[src/rtl/rebel_logic_pkg.sv]
// rebel_logic_pkg: opcode constants and the per-bit logic function shared by the logic lane
package rebel_logic_pkg;

    typedef logic [2:0] op_t;

    localparam op_t OP_AND  = 3'd0;
    localparam op_t OP_OR   = 3'd1;
    localparam op_t OP_XOR  = 3'd2;
    localparam op_t OP_XNOR = 3'd3;
    localparam op_t OP_NAND = 3'd4;
    localparam op_t OP_NOR  = 3'd5;
    localparam op_t OP_NOTA = 3'd6;
    localparam op_t OP_PASS = 3'd7;

    // Operates at the widest legal width; callers truncate to their own WIDTH.
    function automatic logic [63:0] logic_op(op_t op, logic [63:0] a, logic [63:0] b);
        case (op)
            OP_AND:  logic_op = a & b;
            OP_OR:   logic_op = a | b;
            OP_XOR:  logic_op = a ^ b;
            OP_XNOR: logic_op = ~(a ^ b);
            OP_NAND: logic_op = ~(a & b);
            OP_NOR:  logic_op = ~(a | b);
            OP_NOTA: logic_op = ~a;
            default: logic_op = a;
        endcase
    endfunction

endpackage

[src/rtl/rebel_popcount.sv]
// rebel_popcount: combinational count of set bits in a WIDTH-bit word
module rebel_popcount #(
    parameter int WIDTH = 16,
    localparam int CNT_W = $clog2(WIDTH + 1)
) (
    input  logic [WIDTH-1:0] i_data,
    output logic [CNT_W-1:0] o_ones
);

    // Sum every bit into the count
    always_comb begin
        o_ones = '0;
        for (int i = 0; i < WIDTH; i++) o_ones = o_ones + CNT_W'(i_data[i]);
    end

endmodule

[src/rtl/rebel_logic_pipe.sv]
// rebel_logic_pipe: two-stage valid/ready bitwise logic lane with accumulate, zero flag and ones-count
module rebel_logic_pipe
    import rebel_logic_pkg::*;
#(
    parameter int WIDTH = 16,
    localparam int CNT_W = $clog2(WIDTH + 1)
) (
    input  logic             clk,
    input  logic             rst,
    input  logic             in_valid,
    output logic             in_ready,
    input  logic [2:0]       in_op,
    input  logic             in_acc,
    input  logic [WIDTH-1:0] in_a,
    input  logic [WIDTH-1:0] in_b,
    output logic             out_valid,
    input  logic             out_ready,
    output logic [WIDTH-1:0] out_result,
    output logic             out_zero,
    output logic [CNT_W-1:0] out_ones
);

    logic             r_s1_valid;
    logic [WIDTH-1:0] r_s1_data;
    logic [WIDTH-1:0] r_acc;
    logic             r_out_valid;
    logic [WIDTH-1:0] r_out_result;
    logic             r_out_zero;
    logic [CNT_W-1:0] r_out_ones;

    logic             w_s2_en;
    logic             w_s1_en;
    logic             w_in_fire;
    logic [WIDTH-1:0] w_b;
    logic [WIDTH-1:0] w_op;
    logic [CNT_W-1:0] w_ones;

    assign w_s2_en   = !r_out_valid || out_ready;
    assign w_s1_en   = !r_s1_valid || w_s2_en;
    assign w_in_fire = in_valid && w_s1_en;
    assign w_b       = in_acc ? r_acc : in_b;
    assign w_op      = WIDTH'(logic_op(op_t'(in_op), 64'(in_a), 64'(w_b)));

    assign in_ready   = w_s1_en;
    assign out_valid  = r_out_valid;
    assign out_result = r_out_result;
    assign out_zero   = r_out_zero;
    assign out_ones   = r_out_ones;

    rebel_popcount #(.WIDTH(WIDTH)) u_popcount (
        .i_data (r_s1_data),
        .o_ones (w_ones)
    );

    // Stage 1 and accumulator: capture the op result on every input transfer
    always_ff @(posedge clk or posedge rst) begin
        if (rst) begin
            r_s1_valid <= 1'b0;
            r_s1_data  <= '0;
            r_acc      <= '0;
        end else begin
            if (w_s1_en) r_s1_valid <= w_in_fire;
            if (w_in_fire) begin
                r_s1_data <= w_op;
                r_acc     <= w_op;
            end
        end
    end

    // Stage 2: register result, zero flag and ones-count; hold while stalled
    always_ff @(posedge clk or posedge rst) begin
        if (rst) begin
            r_out_valid  <= 1'b0;
            r_out_result <= '0;
            r_out_zero   <= 1'b0;
            r_out_ones   <= '0;
        end else if (w_s2_en) begin
            r_out_valid <= r_s1_valid;
            if (r_s1_valid) begin
                r_out_result <= r_s1_data;
                r_out_zero   <= (r_s1_data == '0);
                r_out_ones   <= w_ones;
            end
        end
    end

endmodule

[config.mk]
export PLATFORM = sky130hd
export DESIGN_NAME = rebel_logic_pipe
export DESIGN_NICKNAME = d
export VERILOG_FILES = /design/src/rtl/rebel_logic_pkg.sv /design/src/rtl/rebel_popcount.sv /design/src/rtl/rebel_logic_pipe.sv
export SDC_FILE = /design/constraint.sdc
export NUM_CORES = 1
export LEC_CHECK = 0
export BUFFER_PORTS_ARGS = -buffer_cell sky130_fd_sc_hd__buf_2
export CORE_AREA = 2 2 103 95
export DETAILED_ROUTE_END_ITERATION = 12
export DIE_AREA = 0 0 105 97
export PLACE_DENSITY = 0.7
export SLEW_MARGIN = 25
export SYNTH_ARGS = -nofsm -noshare
export SYNTH_HDL_FRONTEND = slang
export SYNTH_SLANG_ARGS = --single-unit
[constraint.sdc]
create_clock -name clk -period 4.9 [get_ports clk]
set_input_delay 0.735 -clock clk [delete_from_list [all_inputs] [get_ports clk]]
set_output_delay 0.735 -clock clk [all_outputs]
set_load 0.02 [all_outputs]
* Word-level counts from Yosys, hierarchy flattened
Cells that the tools add are included.
Storage, ports and cells: logic and storage cells 44, output and inout port bits 24, flip-flop bits (word level) 40
Cells by class: mux-type cells 2, reductions and logical operators 8, eq/ne operators 6, bitwise logic cells 7, add/subtract/negate cells 15
Operators with widths (count):
- $pmux W16 S7 | 1
- $add A5 B1 Y5 | 14
- $not A16 Y16 | 4
- $and A16 B16 Y16 | 1
- $logic_not A16 Y1 | 1
- $mux W16 | 1
- $or A16 B16 Y16 | 1
- $xor A16 B16 Y16 | 1
- $eq A3 B3 Y1 const B | 3
- $eq A3 B2 Y1 const B | 2
- $eq A3 B1 Y1 const B | 1
- $logic_not A3 Y1 | 1
- $add A1 B1 Y2 | 1
- $logic_not A1 Y1 | 2
- $logic_or A1 B1 Y1 | 2
- $reduce_and A2 Y1 | 1
- $logic_and A1 B1 Y1 | 1

* Logic depth before layout (Yosys ltp)
depth after elaboration 15, mapped depth 15, depth with buffers taken out 15

* By module
From an unflattened synthesis, not the netlist that was laid out.
Unflattened totals: cell total of the unflattened synthesis 410, area, all modules 3718.6 µm²
Modules (own cells, without submodules):
- rebel_logic_pipe | sequential area each 1001.0 µm², instances 1, area an instance 3310.7 µm², cells an instance 363
- rebel_popcount | sequential area each 0.0 µm², instances 1, area an instance 407.9 µm², cells an instance 47

* Worst setup path after synthesis
OpenSTA, ideal clock, no wires.
path kind reg-to-reg, start point reg, netlist name r_acc[0], end point reg r_out_ones[1] (netlist: out_ones[1]), cell stages (with the launch flop) 12, arrival 3.700 ns, path buffers 0, required time 4.775 ns, period minus slack after synthesis 3.825 ns, setup slack 1.075 ns, path through dfrtp_1 -> inv_1 -> ha_1 -> inv_1 -> fa_1 -> fa_1 -> fa_1 -> fa_1 -> fa_1 -> inv_1 -> fa_1 -> mux2_2
RTL lines:
- end signal: assignment | RTL line rebel_logic_pipe.sv:82 | r_out_ones <= w_ones;
- end: declaration | RTL line rebel_logic_pipe.sv:29 | logic [CNT_W-1:0] r_out_ones;

==> results.sh <==
export IMPL_status="complete, no violations"
export IMPL_detail_route_iter0_violations=210
export IMPL_yosysMostFrequentCell="inv_1"
export IMPL_cts_buffers=5
export IMPL_drive_gt1_share_pct=17.6
export IMPL_syn_num_nets=490
export IMPL_critPathKind="reg2reg"
export IMPL_max_cap_violations=0
export IMPL_synth_ff_type="dfrtp_1"
export IMPL_initial_utilization_pct=39.2
export IMPL_worst_slew_margin_rel_pct=44.5
export IMPL_n_antenna_cell=0
export IMPL_p_total_mw=1.68
export IMPL_gp_congestion=0.832
export IMPL_power_density_nw_per_um2=419
export IMPL_tightest_slew_ns=0.832
export IMPL_die_w_um=105
export IMPL_h_tree_depth=2
export IMPL_die_y_um=97
export IMPL_holdBufCountCts=0
export IMPL_totalWireLength_um=9660
export IMPL_setup_viol=0
export IMPL_root_buffer="clkbuf_8"
export IMPL_maxSlewViolCount=0
export IMPL_num_io_pins=64
export IMPL_numPortBuffers=63
export IMPL_cts_sinks=40
export IMPL_vdd_drop_max_mv=0.269
export IMPL_antenna_found_initial=0
export IMPL_fin_skew_ns=0.0127
export IMPL_critPathMaxFanout=4
export IMPL_fill_cells=914
export IMPL_synth_edff_count=0
export IMPL_hp_class="reg2reg"
export IMPL_cts_setup_buffers=0
export IMPL_finalNonFillerCells=570
export IMPL_grt_pass1_wl_um=15900
export IMPL_dp_cells=562
export IMPL_cts_clk_slew_worst_paths_ns=0.09
export IMPL_worstPathArrival_ns=4.17
export IMPL_synthArstFlopShare_pct=100
export IMPL_rsz0062_at_grt="false"
export IMPL_hpwl_um=6820
export IMPL_dr_pass1_iters=6
export IMPL_grt_pass1_vias=3282
export IMPL_p_leak_nw=2.09
export IMPL_endpoint_kind="flip-flop"
export IMPL_gr_total_overflow=0
export IMPL_drt_vias_per_instance=5.59
export IMPL_ys_warn_count=0
export IMPL_synth_area_um2=3530
export IMPL_grt_max_degree=44
export IMPL_vias=3185
export IMPL_hold_violations=0
export IMPL_wl_per_cell_um=16.9
export IMPL_synth_top_cell_by_area="dfrtp_1"
export IMPL_critPathLaunchType="flip-flop"
export IMPL_yosysSeqAreaShare_pct=28.3
export IMPL_yosysTopAreaCellShare_pct=28.3
export IMPL_die_area_um2=10200
export IMPL_max_freq_mhz=251
export IMPL_worst_slack_ns=0.914
export IMPL_postSynthAreaPerCell_um2=8.81
export IMPL_fp_row_count=33
export IMPL_syn_to_final_growth_pct=13.6
export IMPL_synthCells=401
export IMPL_dp_worst_setup_slack_ns=0.935
export IMPL_core_um2=9000
export IMPL_ant_nets=0
export IMPL_synth_common_cells="inv_1 (59), nand2_1 (53), dfrtp_1 (40)"
export IMPL_fin_nets=536
export IMPL_clk_latency_ns=0.30
export IMPL_period_needed_ns=3.99
export IMPL_cts_tree="yes"
export IMPL_fin_setup_tns_ns=0
export IMPL_cts_resized=0
export IMPL_yosysUniqueCellTypes=35
export IMPL_fin_crit_sh_pct=81.4
export IMPL_synth_area_leaders="dfrtp_1 (28%), ha_1 (14%), inv_1 (6.3%), fa_1 (5.7%), nand2_1 (5.6%)"
export IMPL_track_usage_pct=19.4
export IMPL_drc=0
export IMPL_worst_ep_required_time_ns=5.08
export IMPL_clockBufferDepth=2
export IMPL_yosys_register_bits=40
metal layers:
layer,part of all wire [%],track usage (%),vias to the layer above
li1,-,-,1505
met1,43,24.2,1516
met2,47,32.4,143
met3,7.2,4.51,21
met4,2.2,7.59,0
met5,0,0,-
power breakdown:
group          total (mW)  switching (mW)  internal, mW  leakage (nW)
combinational       0.913           0.512         0.401          1.53
sequential          0.464          0.0558         0.408         0.488
clock               0.305           0.125         0.180        0.0645
total                1.68           0.694         0.989          2.09
critical path, stage by stage, from the launching register on:
cell and delay [ns]:
dfrtp_1 0.40, inv_1 0.07, ha_1 0.29, inv_1 0.06, fa_1 0.43, fa_1 0.50
fa_1 0.55, fa_1 0.43, fa_1 0.40, inv_1 0.08, fa_1 0.40, mux2_2 0.26
stage by stage:
| stage | util, % | cell area (um2) | hold WS, ns |
|---|---|---|---|
| floorplan | - | 3530 | 0.457 |
| global placement | 43.1 | 3880 | 0.456 |
| detailed placement | 43.1 | 3880 | 0.465 |
| CTS | 44.5 | 4010 | 0.483 |
| global route | 44.6 | 4010 | 0.510 |
| finish | 44.6 | 4010 | 0.473 |
layout by cell type, fill, tap and decap left out, types with 2 or more instances in the layout:
| master | count |
|---|---|
| nand2_1 | 52 |
| a21oi_1 | 2 |
| xnor2_1 | 2 |
| a22oi_1 | 15 |
| fa_1 | 10 |
| a21o_1 | 15 |
| dfrtp_1 | 40 |
| nor2b_1 | 2 |
| nor2_2 | 2 |
| o21ai_0 | 20 |
| o31ai_1 | 17 |
| buf_2 | 63 |
| o221ai_1 | 15 |
| mux2i_1 | 16 |
| nand2b_1 | 6 |
| inv_1 | 59 |
| buf_4 | 2 |
| nor2_1 | 18 |
| o211ai_1 | 15 |
| ha_1 | 39 |
| a221o_1 | 15 |
| nor4b_1 | 2 |
| clkbuf_8 | 7 |
layout make-up:
| class | instances | area (um2) | area share [%] |
|---|---|---|---|
| Timing Repair Buffer | 65 | 330 | 8.23 |
| Tap cell | 122 | 153 | 3.81 |
| Sequential cell | 40 | 1000 | 25.0 |
| Clock inverter | 1 | 30.0 | 0.749 |
| Inverter | 59 | 221 | 5.52 |
| Clock buffer | 7 | 96.3 | 2.40 |
| Multi-Input combinational cell | 276 | 2180 | 54.3 |
final timing paths:
check / from / endpoint / slack [ns] / cells after the start
setup / recovery: r_acc[0] / out_ones[1] / 0.91 / 11
hold / removal: out_result[15] / out_result[15] / 0.47 / 2
setup reg to reg: r_acc[0] / out_ones[1] / 0.91 / 11
hold reg to reg: out_result[15] / out_result[15] / 0.47 / 2
max in group asynchronous: rst / out_zero / 3.97 / 3
min in group asynchronous: rst / out_result[6] / 0.56 / 3
sequential cells by signal, indices dropped and copies added, names as in the netlist:
| register | flops |
|---|---|
| r_acc | 16 |
| out_zero | 1 |
| out_valid | 1 |
| out_ones | 5 |
| r_s1_valid | 1 |
| out_result | 16 |
kinds of logic after synthesis:
kind of cell / after synthesis / share of synthesized area (%)
DFF: 40 / 28.3
and+or+nand+nor: 89 / 10.8
adders and majority gates: 49 / 19.5
muxes: 18 / 5.49
buffers and inverters: 85 / 10.1
xor gates and xnor gates: 3 / 0.744
AOI/OAI and AO/OA: 117 / 25.0
No activity file was read; power rests on OpenSTA's default activity.
